--- src/rtl/rpn_pkg.sv ---
`default_nettype none
// ==========================================================================
// rpn_pkg : opcodes, error codes and FSM encoding for the RPN stack controller
// Rev 1.0
// ==========================================================================
package rpn_pkg;

  typedef enum logic [2:0] {
    OP_PUSH  = 3'b000,
    OP_POP   = 3'b001,
    OP_ADD   = 3'b010,
    OP_SUB   = 3'b011,
    OP_DUP   = 3'b100,
    OP_SWAP  = 3'b101,
    OP_CLEAR = 3'b110,
    OP_ILL   = 3'b111
  } op_e;

  typedef enum logic [1:0] {
    ST_IDLE = 2'd0,
    ST_RD   = 2'd1,
    ST_EXEC = 2'd2,
    ST_WR   = 2'd3
  } state_e;

  localparam logic [1:0] ERR_NONE    = 2'b00;
  localparam logic [1:0] ERR_UNDER   = 2'b01;
  localparam logic [1:0] ERR_OVER    = 2'b10;
  localparam logic [1:0] ERR_ILLEGAL = 2'b11;

endpackage
`default_nettype wire

--- src/rtl/rpn_alu.sv ---
`default_nettype none
// ==========================================================================
// rpn_alu : combinational 8-bit add/subtract, y = a op b (mod 256)
// Rev 1.0
// ==========================================================================
module rpn_alu
  import rpn_pkg::*;
(
  input  logic [7:0] a,
  input  logic [7:0] b,
  input  op_e        op,
  output logic [7:0] y
);

  always_comb begin
    y = a + b;
    if (op == OP_SUB) y = a - b;
  end

endmodule
`default_nettype wire

--- src/rtl/rpn_stack_ctrl.sv ---
`default_nettype none
// ==========================================================================
// rpn_stack_ctrl : RPN stack with top in a register, lower entries in RAM
// Rev 1.0
// ==========================================================================
module rpn_stack_ctrl
  import rpn_pkg::*;
#(
  parameter int AW = 5
) (
  input  logic          CLOCK_50,
  input  logic          reset,
  input  logic          cmd_valid,
  output logic          cmd_ready,
  input  logic [2:0]    cmd_op,
  input  logic [7:0]    cmd_data,
  output logic [7:0]    top,
  output logic [AW:0]   depth,
  output logic          err,
  output logic [1:0]    err_code,
  output logic [AW-1:0] mem_addr,
  output logic [7:0]    mem_wdata,
  output logic          mem_we,
  input  logic [7:0]    mem_rdata
);

  localparam logic [AW:0] DEPTH_FULL = {1'b1, {AW{1'b0}}};
  localparam logic [AW:0] DEPTH_ONE  = {{AW{1'b0}}, 1'b1};

  state_e      state_q, state_d;
  op_e         op_q, op_d;
  logic [7:0]  top_q, top_d;
  logic [7:0]  data_q, data_d;
  logic [7:0]  nos_q, nos_d;
  logic [AW:0] depth_q, depth_d;
  logic        err_q, err_d;
  logic [1:0]  code_q, code_d;
  logic [7:0]  alu_y;
  logic [AW-1:0] addr_top, addr_nos;

  op_e cmd_op_e;
  assign cmd_op_e = op_e'(cmd_op);

  // Modulo-2^AW arithmetic is exact here because depth never exceeds 2^AW.
  assign addr_top = depth_q[AW-1:0] - AW'(1);
  assign addr_nos = depth_q[AW-1:0] - AW'(2);

  rpn_alu u_alu (
    .a  (mem_rdata),
    .b  (top_q),
    .op (op_q),
    .y  (alu_y)
  );

  always_comb begin
    state_d = state_q;
    op_d    = op_q;
    top_d   = top_q;
    data_d  = data_q;
    nos_d   = nos_q;
    depth_d = depth_q;
    err_d   = err_q;
    code_d  = code_q;
    case (state_q)
      ST_IDLE: begin
        if (cmd_valid) begin
          op_d   = cmd_op_e;
          data_d = cmd_data;
          case (cmd_op_e)
            OP_PUSH: begin
              if (depth_q == DEPTH_FULL) begin
                err_d = 1'b1; code_d = ERR_OVER;
              end else if (depth_q == '0) begin
                top_d = cmd_data; depth_d = DEPTH_ONE;
              end else begin
                state_d = ST_WR;
              end
            end
            OP_DUP: begin
              if (depth_q == '0) begin
                err_d = 1'b1; code_d = ERR_UNDER;
              end else if (depth_q == DEPTH_FULL) begin
                err_d = 1'b1; code_d = ERR_OVER;
              end else begin
                state_d = ST_WR;
              end
            end
            OP_POP: begin
              if (depth_q == '0) begin
                err_d = 1'b1; code_d = ERR_UNDER;
              end else if (depth_q == DEPTH_ONE) begin
                top_d = 8'd0; depth_d = '0;
              end else begin
                state_d = ST_RD;
              end
            end
            OP_ADD, OP_SUB, OP_SWAP: begin
              if (depth_q < (AW+1)'(2)) begin
                err_d = 1'b1; code_d = ERR_UNDER;
              end else begin
                state_d = ST_RD;
              end
            end
            OP_CLEAR: begin
              top_d = 8'd0; depth_d = '0; err_d = 1'b0; code_d = ERR_NONE;
            end
            default: begin
              err_d = 1'b1; code_d = ERR_ILLEGAL;
            end
          endcase
        end
      end
      ST_RD: state_d = ST_EXEC;
      ST_EXEC: begin
        // SWAP keeps NOS aside so the old top can be written back in WR.
        if (op_q == OP_SWAP) begin
          nos_d   = mem_rdata;
          state_d = ST_WR;
        end else begin
          top_d   = (op_q == OP_POP) ? mem_rdata : alu_y;
          depth_d = depth_q - DEPTH_ONE;
          state_d = ST_IDLE;
        end
      end
      ST_WR: begin
        if (op_q == OP_SWAP) begin
          top_d = nos_q;
        end else begin
          depth_d = depth_q + DEPTH_ONE;
          if (op_q == OP_PUSH) top_d = data_q;
        end
        state_d = ST_IDLE;
      end
      default: state_d = ST_IDLE;
    endcase
  end

  always_ff @(posedge CLOCK_50) begin
    if (reset) begin
      state_q <= ST_IDLE;
      op_q    <= OP_PUSH;
      top_q   <= 8'd0;
      data_q  <= 8'd0;
      nos_q   <= 8'd0;
      depth_q <= '0;
      err_q   <= 1'b0;
      code_q  <= ERR_NONE;
    end else begin
      state_q <= state_d;
      op_q    <= op_d;
      top_q   <= top_d;
      data_q  <= data_d;
      nos_q   <= nos_d;
      depth_q <= depth_d;
      err_q   <= err_d;
      code_q  <= code_d;
    end
  end

  always_comb begin
    mem_addr  = '0;
    mem_wdata = 8'd0;
    mem_we    = 1'b0;
    case (state_q)
      ST_RD: mem_addr = addr_nos;
      ST_WR: begin
        mem_we    = 1'b1;
        mem_wdata = top_q;
        mem_addr  = (op_q == OP_SWAP) ? addr_nos : addr_top;
      end
      default: ;
    endcase
  end

  assign cmd_ready = (state_q == ST_IDLE);
  assign top       = top_q;
  assign depth     = depth_q;
  assign err       = err_q;
  assign err_code  = code_q;

endmodule
`default_nettype wire
--- config.mk ---
export PLATFORM = sky130hd
export DESIGN_NAME = rpn_stack_ctrl
export DESIGN_NICKNAME = d
export VERILOG_FILES = /design/src/rtl/rpn_pkg.sv /design/src/rtl/rpn_alu.sv /design/src/rtl/rpn_stack_ctrl.sv
export SDC_FILE = /design/constraint.sdc
export NUM_CORES = 1
export LEC_CHECK = 0
export CAP_MARGIN = 10
export CELL_PAD_IN_SITES_DETAIL_PLACEMENT = 0
export CELL_PAD_IN_SITES_GLOBAL_PLACEMENT = 1
export CORE_MARGIN = 2
export CORE_UTILIZATION = 38
export CTS_CLUSTER_SIZE = 25
export DETAILED_ROUTE_END_ITERATION = 10
export GPL_TIMING_DRIVEN = 0
export PLACE_DENSITY = 0.82
export SLEW_MARGIN = 20
export SYNTH_ARGS = -nofsm -noshare
export SYNTH_HDL_FRONTEND = slang
export SYNTH_SLANG_ARGS = --single-unit
--- constraint.sdc ---
create_clock -name CLOCK_50 -period 3.39 [get_ports CLOCK_50]
set_input_delay 0.5085 -clock CLOCK_50 [delete_from_list [all_inputs] [get_ports CLOCK_50]]
set_output_delay 0.5085 -clock CLOCK_50 [all_outputs]
set_load 0.03 [all_outputs]
==> results.yml, run 1 <==
clock_network:
  cts_buffer_depth: 2
  postCtsSetupBuffers: 0
  clockRootBuffer: "clkbuf_8"
  cts_tree: "done"
  clkTransAtPathRegs_ns: 0.08
  worstSkewPairLatency_ns: 0.30
  cts-resized-gates: 0
  htree_levels: 2
  numCtsBuffers: 5
  hold_buffers: 0
  cts.sinks: 38
power_and_ir_drop:
  leakage_nw: 1.38
  power.total_mw: 2.39
  ir_worst_vdd_v: 0.000333
  pwr_density_cell_nw_per_um2: 660
logic_synthesis:
  synth_area_um2: 2820
  netlist.area_leader.share_pct: 27.0
  synth.largest_area_cell: "dfxtp_1"
  synth_edf_count: 0
  yosysWarnings: 0
  synthesis.nets: 410
  seq_area_frac_synth_pct: 27.0
  syn_avg_cell_area_um2: 7.56
  ys_async_sr_fraction_pct: 0
  synth.distinct_cells: 59
  ys_ff_latch: 38
  yosysMostFrequentCell: "nand2_1"
  synth_area_leaders: "dfxtp_1, nand2_1, a21oi_1, ha_1, nor2_1"
  synthCells: 373
  dominantRegCellSynth: "dfxtp_1"
  synth_common_cells: "nand2_1, a21oi_1, dfxtp_1"
run:
  maxCapViolCount: 0
timing:
  hold_viol_final: 0
  maxSlewViolCount: 0
  skew_ns: 0.00571
  fin_crit_ns: 3.17
  max_slew_margin_pct: 44.4
  tightest_slew_ns: 0.832
  max_freq_mhz: 315
  grt_setup_unrepaired: "no"
  setup_tns_ns: 0
  finalSetupViolCount: 0
  fin_crit_sh_pct: 93.6
status:
  status: "complete, no violations"
die:
  die_h_um: 90.2
  num_rows: 31
  core_area_um2: 7210
  dieArea_um2: 8130
  die_x_um: 90.2
  initial_core_util_pct: 39.1
  io_pins: 54
setup_path:
  worst_r2r_endpoint: "top[7]"
  crit_chain: "nand3b_1 -> clkbuf_4 -> nand2_2 -> o21ai_0 -> xnor2_1 -> and2_1 -> clkdlybuf4s50_1"
  critical_path_class: "register to output port"
  ff2ff_path_depth: 10
  slowest_stage: "clkdlybuf4s50_1"
  path_max_fanout: 10
  slowest_delay_ns: 0.66
  r2r_start: "depth[1]"
  critPathBufInv: 2
  r2r_setup_slack_ns: 0.52
  cp_data_arrival_time_ns: 2.67
  startpoint_type: "register"
  cpLargestDelayFamily: "buffers and inverters"
  cp.required_ns: 2.88
  critPathCaptureType: "output port"
min_path:
  min_path_type: "register to register"
  hold_depth: 2
  worstHoldEndpoint: "nos_q[5]"
  min_from: "nos_q[5]"
placement:
  dp_hpwl_um: 6560
  port_buffers: 52
  gp_congestion: 0.886
global_route:
  antenna_found_initial: 0
  grt_pass1_vias: 2764
  grt_overflow: 0
  grt_start_max_net_pins: 14
  gr-usage-all-layers_pct: 21.0
  grt_pass1_wl_um: 14000
detailed_routing:
  drtPass1Iterations: 5
  drt_iter0_markers: 177
  drc_errors: 0
  ant_nets: 0
  route.final.wire_length_um: 8550
  viasPerCell: 5.51
  post_drt_wl_per_cell_um: 16.1
  vias: 2932
layout:
  nNetsFinal: 469
  final_layout_size_suffix_gt1_share_pct: 8.08
  area.growth.synth_to_final_pct: 28.1
  diodes: 0
## cell families after synthesis
| group | share of synthesized area (%) |
|---|---|
| XOR/XNOR | 4.35 |
| flip-flops | 27.0 |
| buffers and inverters | 6.70 |
| AO/OA/AOI/OAI | 25.1 |
| AND/OR/NAND/NOR | 26.2 |
| multiplexers | 3.77 |
| adder cells (fa/ha/maj) | 6.92 |
## per-layer routing
| metal | vias up | track usage, % | part of all wire (%) |
|---|---|---|---|
| li1 | 1468 | - | - |
| met4 | 0 | 6.28 | 1.4 |
| met1 | 1375 | 27.8 | 45 |
| met5 | - | 0 | 0 |
| met2 | 77 | 35.3 | 48 |
| met3 | 12 | 3.35 | 4.9 |
## worst min-delay path, delay by kind of cell (launching register included)
family	cells	cell delay (ns)
flip-flops	1	0.31
AND/OR/NAND/NOR	1	0.05
AO/OA/AOI/OAI	1	0.05
## cell type report
| class | instances | area, um^2 |
|---|---|---|
| inverters | 16 | 60.1 |
| clock inverters | 3 | 68.8 |
| repair buffers | 52 | 520 |
| well taps | 99 | 124 |
| flip-flops and latches | 38 | 761 |
| clock buffers | 5 | 68.8 |
| multi-input cells | 293 | 1880 |
| plain buffers | 26 | 131 |
| fillers | 746 | 3600 |
## state kept, by name, summed over array words and instances (netlist names)
signal    cells
data_q        8
depth         6
err           1
err_code      2
nos_q         8
op_q          3
state_q       2
top           8
## power by group
group,leakage (nW),total [mW],internal [mW],switching (mW)
logic,1.00,1.33,0.582,0.748
clock network,0.0683,0.475,0.295,0.180
registers,0.310,0.580,0.504,0.0754
total,1.38,2.39,1.38,1.00
## cells in the final DEF (no fill, tap or decap), types with 4 or more instances in the layout
| cell type | count |
|---|---|
| nor2_1 | 33 |
| dfxtp_1 | 38 |
| xnor2_1 | 7 |
| nand2_1 | 57 |
| and3_1 | 7 |
| a31oi_1 | 6 |
| nor3_1 | 8 |
| a21oi_1 | 38 |
| nand3_1 | 5 |
| mux2_2 | 5 |
| a211oi_1 | 12 |
| clkdlybuf4s50_1 | 52 |
| clkbuf_1 | 15 |
| inv_1 | 16 |
| ha_1 | 14 |
| buf_2 | 6 |
| o211ai_1 | 4 |
| clkbuf_8 | 5 |
| a222oi_1 | 5 |
| nor2b_1 | 5 |
| xor2_1 | 7 |
| mux2i_1 | 5 |
| o21ai_0 | 18 |
## through the flow
| step | setup slack (ns) | instances | area (um^2) | utilization (%) | hold WS, ns |
|---|---|---|---|---|---|
| floorplan | 0.661 | 373 | 2820 | - | 0.433 |
| global placement | 0.0476 | 524 | 3460 | 48.0 | 0.442 |
| detailed placement | 0.278 | 524 | 3470 | 48.1 | 0.447 |
| CTS | 0.0265 | 532 | 3610 | 50.0 | 0.459 |
| global route | 0.0397 | 532 | 3610 | 50.1 | 0.480 |
| finish | 0.215 | 532 | 3610 | 50.1 | 0.457 |
## worst max-delay path by stage
stage                     depth (start not counted)       from          end
after floorplan                                  11     top[0]       top[7]
after global placement                            6  cmd_op[0]       top[4]
after detailed placement                          8  cmd_op[0]       top[7]
after CTS                                         7    op_q[1]  mem_addr[3]
after global routing                              8    op_q[1]  mem_addr[4]
final                                             7    op_q[1]  mem_addr[3]
Note: power is estimated with default switching activity, not from simulation.
==> run 2, diff against run 1 <==
--- a/config.mk
+++ b/config.mk
@@ -14,7 +14,7 @@
 export DETAILED_ROUTE_END_ITERATION = 10
 export GPL_TIMING_DRIVEN = 0
 export PLACE_DENSITY = 0.82
-export SLEW_MARGIN = 20
+export SLEW_MARGIN = 30
 export SYNTH_ARGS = -nofsm -noshare
 export SYNTH_HDL_FRONTEND = slang
 export SYNTH_SLANG_ARGS = --single-unit
==> results of run 2 <==
Same layout as run 1: the final DEF is identical, and so are final timing and power.
